--- config.mk ---
export PLATFORM = sky130hd
export DESIGN_NAME = io_read_port_fifo
export DESIGN_NICKNAME = d
export VERILOG_FILES = /design/src/rtl/io_read_port_fifo_pkg.sv /design/src/rtl/io_read_port_fifo_storage.sv /design/src/rtl/io_read_port_fifo.sv
export SDC_FILE = /design/constraint.sdc
export NUM_CORES = 1
export LEC_CHECK = 0
export CAP_MARGIN = 20
export CORE_MARGIN = 10
export CORE_UTILIZATION = 63
export DETAILED_ROUTE_END_ITERATION = 7
export PLACE_DENSITY = 0.83
export RECOVER_POWER = 50
export REMOVE_ABC_BUFFERS = 1
export SYNTH_ARGS = -nofsm -noshare
export SYNTH_HDL_FRONTEND = slang
export SYNTH_SLANG_ARGS = --single-unit
--- constraint.sdc ---
create_clock -name clock -period 11 [get_ports clock]
set_clock_uncertainty 0.1 [all_clocks]
set_input_delay 2.2 -clock clock [delete_from_list [all_inputs] [get_ports clock]]
set_output_delay 2.2 -clock clock [all_outputs]
set_load 0.05 [all_outputs]
--- src/rtl/io_read_port_fifo_pkg.sv ---
// Shared header for the Scalar I/O port FIFOs (read-port and write-port).
// Holds the empty/full flag polarities and a constant clog2 helper
// for pointer widths.
package io_read_port_fifo_pkg;

  // Flag polarity seen by the Scalar: a high flag means "do not touch the port".
  localparam logic EF_EMPTY = 1'b1;
  localparam logic EF_FULL  = 1'b1;

  // Ceiling log2 for constant parameter expressions; clog2(1) = 0.
  function automatic int clog2(input int value);
    int result;
    int rem;
    result = 0;
    rem    = value - 1;
    while (rem > 0) begin
      result = result + 1;
      rem    = rem >> 1;
    end
    return result;
  endfunction

endpackage

--- src/rtl/io_read_port_fifo_storage.sv ---
// fifo_storage: WORD_WIDTH x DEPTH word array for the port FIFOs.
// Ports:
//   clock    in   write clock
//   wr_en    in   write mem[wr_addr] with wr_data at the clock edge
//   wr_addr  in   ADDR_WIDTH write address
//   wr_data  in   WORD_WIDTH write word
//   rd_addr  in   ADDR_WIDTH read address
//   rd_data  out  WORD_WIDTH word at rd_addr, read asynchronously
// Contents are never reset. RAMSTYLE is passed to synthesis as a ramstyle
// attribute; an empty string leaves the mapping to the tool.
module fifo_storage #(
  parameter int WORD_WIDTH = 36,
  parameter int DEPTH      = 8,
  parameter int ADDR_WIDTH = 3,
  parameter     RAMSTYLE   = "logic"
) (
  input  logic                  clock,
  input  logic                  wr_en,
  input  logic [ADDR_WIDTH-1:0] wr_addr,
  input  logic [WORD_WIDTH-1:0] wr_data,
  input  logic [ADDR_WIDTH-1:0] rd_addr,
  output logic [WORD_WIDTH-1:0] rd_data
);

  if (RAMSTYLE == "") begin : g_plain
    logic [WORD_WIDTH-1:0] mem_q [DEPTH];

    always_ff @(posedge clock) begin
      if (wr_en) mem_q[wr_addr] <= wr_data;
    end

    assign rd_data = mem_q[rd_addr];
  end else begin : g_styled
    (* ramstyle = RAMSTYLE *) logic [WORD_WIDTH-1:0] mem_q [DEPTH];

    always_ff @(posedge clock) begin
      if (wr_en) mem_q[wr_addr] <= wr_data;
    end

    assign rd_data = mem_q[rd_addr];
  end

endmodule

--- src/rtl/io_read_port_fifo.sv ---
// io_read_port_fifo: first-word-fall-through FIFO feeding one Scalar I/O
// read port (io_in / io_in_EF / io_rden) from an external producer.
// Ports:
//   clock      in   clock for all state
//   reset_n    in   asynchronous active-low reset
//   in_valid   in   producer has a word on in_data
//   in_ready   out  FIFO accepts a word this cycle (level != DEPTH)
//   in_data    in   producer word
//   io_in_EF   out  1 = empty, 0 = io_in holds the head word
//   io_rden    in   Scalar pops the head word at this edge
//   io_in      out  head word, 0 when empty
//   level      out  occupancy 0..DEPTH
//   underflow  out  sticky: io_rden seen while empty
// All outputs decode registered state only, so nothing combinationally
// depends on in_valid or io_rden.
module io_read_port_fifo
  import io_read_port_fifo_pkg::*;
#(
  parameter int WORD_WIDTH = 36,
  parameter int DEPTH      = 8,
  parameter int ADDR_WIDTH = clog2(DEPTH),
  parameter     RAMSTYLE   = "logic"
) (
  input  logic                  clock,
  input  logic                  reset_n,
  input  logic                  in_valid,
  output logic                  in_ready,
  input  logic [WORD_WIDTH-1:0] in_data,
  output logic                  io_in_EF,
  input  logic                  io_rden,
  output logic [WORD_WIDTH-1:0] io_in,
  output logic [ADDR_WIDTH:0]   level,
  output logic                  underflow
);

  localparam logic [ADDR_WIDTH:0]   FULL_LEVEL = (ADDR_WIDTH+1)'(DEPTH);
  localparam logic [ADDR_WIDTH:0]   LVL_ONE    = (ADDR_WIDTH+1)'(1);
  localparam logic [ADDR_WIDTH-1:0] PTR_ONE    = (ADDR_WIDTH)'(1);

  logic [ADDR_WIDTH-1:0] wr_ptr_q, wr_ptr_d;
  logic [ADDR_WIDTH-1:0] rd_ptr_q, rd_ptr_d;
  logic [ADDR_WIDTH:0]   level_q, level_d;
  logic                  underflow_q, underflow_d;
  logic                  empty, full, push, pop;
  logic [WORD_WIDTH-1:0] head_word;

  // Full and empty come from the occupancy count; the pointers alone are
  // ambiguous when they are equal.
  assign empty = (level_q == '0);
  assign full  = (level_q == FULL_LEVEL);

  // A full FIFO refuses a push even when a pop frees a slot this same cycle;
  // in_ready rises the cycle after.
  assign push = in_valid & ~full;
  assign pop  = io_rden & ~empty;

  always_comb begin
    wr_ptr_d    = wr_ptr_q;
    rd_ptr_d    = rd_ptr_q;
    level_d     = level_q;
    underflow_d = underflow_q | (io_rden & empty);
    if (push) wr_ptr_d = wr_ptr_q + PTR_ONE;
    if (pop)  rd_ptr_d = rd_ptr_q + PTR_ONE;
    case ({push, pop})
      2'b10:   level_d = level_q + LVL_ONE;
      2'b01:   level_d = level_q - LVL_ONE;
      default: level_d = level_q;
    endcase
  end

  always_ff @(posedge clock or negedge reset_n) begin
    if (!reset_n) begin
      wr_ptr_q    <= '0;
      rd_ptr_q    <= '0;
      level_q     <= '0;
      underflow_q <= 1'b0;
    end else begin
      wr_ptr_q    <= wr_ptr_d;
      rd_ptr_q    <= rd_ptr_d;
      level_q     <= level_d;
      underflow_q <= underflow_d;
    end
  end

  fifo_storage #(
    .WORD_WIDTH (WORD_WIDTH),
    .DEPTH      (DEPTH),
    .ADDR_WIDTH (ADDR_WIDTH),
    .RAMSTYLE   (RAMSTYLE)
  ) u_storage (
    .clock   (clock),
    .wr_en   (push),
    .wr_addr (wr_ptr_q),
    .wr_data (in_data),
    .rd_addr (rd_ptr_q),
    .rd_data (head_word)
  );

  // Storage is not reset, so the head is masked to zero while empty.
  assign io_in     = empty ? '0 : head_word;
  assign io_in_EF  = empty ? EF_EMPTY : ~EF_EMPTY;
  assign in_ready  = ~full;
  assign level     = level_q;
  assign underflow = underflow_q;

endmodule

==> metrics.txt <==
status finished, final reports clean; worst hold margin 0.379 ns; share of cells above drive strength 1 22.7%; H-tree levels 1; pre-CTS setup slack 5.39 ns; GR Overflow Total 0; Reg clk slew, reported paths 0.06 ns; # DRC 0; number of synthesized flops with an enable pin 288; final hold vios 0; Lkg Pwr 4.54 nW; HP Class flop to flop; post-synthesis area per instance 22.5 um^2; Max rail drop VDD 0.000302 V; die height 155 um; Max-Cap Viols 0; hold depth 1; most common cell in the netlist edfxtp_1; setup bufs post-CTS 0; worst r2r src level[1]; Worst setup SP type flop; antenna-violating nets left 0; Yosys Warn Count 0; PwrDens 310 mW/mm^2; worst r2r dst u_storage.g_styled.mem_q[6][18]; area leader, netlist edfxtp_1; CTS tree yes; final setup fails 0; final worst slack 4.91 ns; CTS-repair resized insts 0; largest net degree at the start of global routing 75; # hold bufs at CTS 0; final instance area 0.0137 mm^2; final worst path period need 6.09 ns; clock sink count 299; Slew Limit Fails 0; share of the synthesized area in the top cell type 74.8%; period utilization 55.3%; setup repair after global routing missed its margin false; DP HPWL 12,700 um; total negative slack 0 ns; Max Freq 164 MHz; latest clock arrival within the worst-skew pair 0.54 ns; Syn Std Cell Area 0.0116 mm^2; first-pass GRT wire length 36,400 um; Hold Crit Endpoint underflow; crit path buf inv count 2; Worst Setup End Kind output port; Layout Nets 662; CP Class flop to output port; Iter 0 DRT Violations 460; Non-Filler Instances 869; Critical Path AT 3.79 ns; CP max stage delay 0.94 ns; row cnt 49; Post-Syn Instances 514; HP Start underflow; Synth top cells by count edfxtp_1, mux4_2, nor2_1; cell family with most CP delay buffers and inverters; Register-to-Register Path Depth 5; DP Cell Count 814; Initial Util 64.2%; TritonCTS Buffers 29; drt pass-1 iters 5; Routed WL per cell 27.3 um; routability congestion estimate 0.714; Die ar. 0.0242 mm^2; crit-path cells buf_4 -> mux4_2 -> mux2i_1 -> nor2_1 -> clkdlybuf4s50_1; library cells used by synthesis 30; synth top area cells edfxtp_1, mux4_2, mux2i_1; area grow syn2layout 18.4%; worst-path fanout max 39; DP Area 0.0127 mm^2; Die Wd 155 um; critical path's slowest cell dfrtp_4; Clock Path Buffers 3; vias per inst 6.34; critical path startpoint rd_ptr_q[0]; Layout Utilization 75.9%; final wirelength 23,700 um; # port buffers 82; vias in the first global route 5,985; All-Layer GR Usage 19.9%; Yosys reg bits 299; top_reg_cell synth edfxtp_1; Root Buffer clkbuf_16; I/O pin cnt 83; register area share after synthesis 77.2%; asr flop ratio synth 3.68%; Vias 5,513; Core Box Area 0.0180 mm^2; Worst EP required 8.70 ns; reg-to-reg slack, setup 7.73 ns; Slew @ Worst Pin 1.23 ns; Final Power 4.25 mW; initial antenna violation count 1; worst slew margin relative to its limit 17.7%
==> metal layers <==
metal / wire length, um / track usage (%) / part of all wire [%] / up-vias
met5: 8 / 0 / 0.034 / -
met4: 521 / 5.70 / 2.2 / 2
met3: 1730 / 4.38 / 7.3 / 49
met2: 12600 / 34.4 / 53 / 243
met1: 8870 / 24.8 / 37 / 2894
li1: - / - / - / 2325
==> kinds of logic (layout without fill, tap and decap cells) <==
family	after synthesis	after routing	synth area share, %
mux	111	111	17.4
fa+ha+maj	5	5	0.541
buf+inv	24	149	1.47
other cells	0	1	0
compound gates	5	5	0.303
flops	299	299	77.2
simple gates	62	62	2.48
xor+xnor	8	8	0.606
==> cells in the final DEF, fill, tap and decap left out, types with 6 or more instances in the layout <==
cell type	count
dlygate4sd3_1	39
clkbuf_16	29
clkbuf_1	7
nor2_1	40
edfxtp_1	288
dfrtp_1	8
bufinv_16	6
buf_4	13
clkdlybuf4s50_1	43
mux2i_1	36
mux4_2	72
==> cell type report <==
cell class | count | area, um^2
Fill cell | 949 | 4340
Sequential cell | 299 | 8930
Antenna cell | 1 | 2.50
Tap cell | 229 | 287
Multi-Input combinational cell | 191 | 2510
Timing Repair Buffer | 96 | 930
Clock buffer | 40 | 807
Clock inverter | 13 | 221
==> power by group <==
| group | internal [mW] | switching (mW) |
|---|---|---|
| Combinational | 0.636 | 0.955 |
| Clock | 0.652 | 0.402 |
| Sequential | 1.44 | 0.166 |
| Total | 2.73 | 1.52 |
==> how the worst max path moves through the flow <==
stage / endpoint / slack (ns) / depth (start not counted)
6_report: io_in[16] / 4.91 / 5
3_5_place_dp: io_in[16] / 5.39 / 5
3_3_place_gp: io_in[15] / 5.43 / 5
2_1_floorplan: io_in[0] / 4.52 / 3
4_1_cts: io_in[16] / 4.79 / 5
5_1_grt: io_in[28] / 4.61 / 5
==> sequential cells by signal (all words and copies together) (netlist names) <==
register / cells
underflow: 1
level: 4
wr_ptr_q: 3
u_storage.g_styled.mem_q: 288
rd_ptr_q: 3
(Power assumes the default switching activity.)
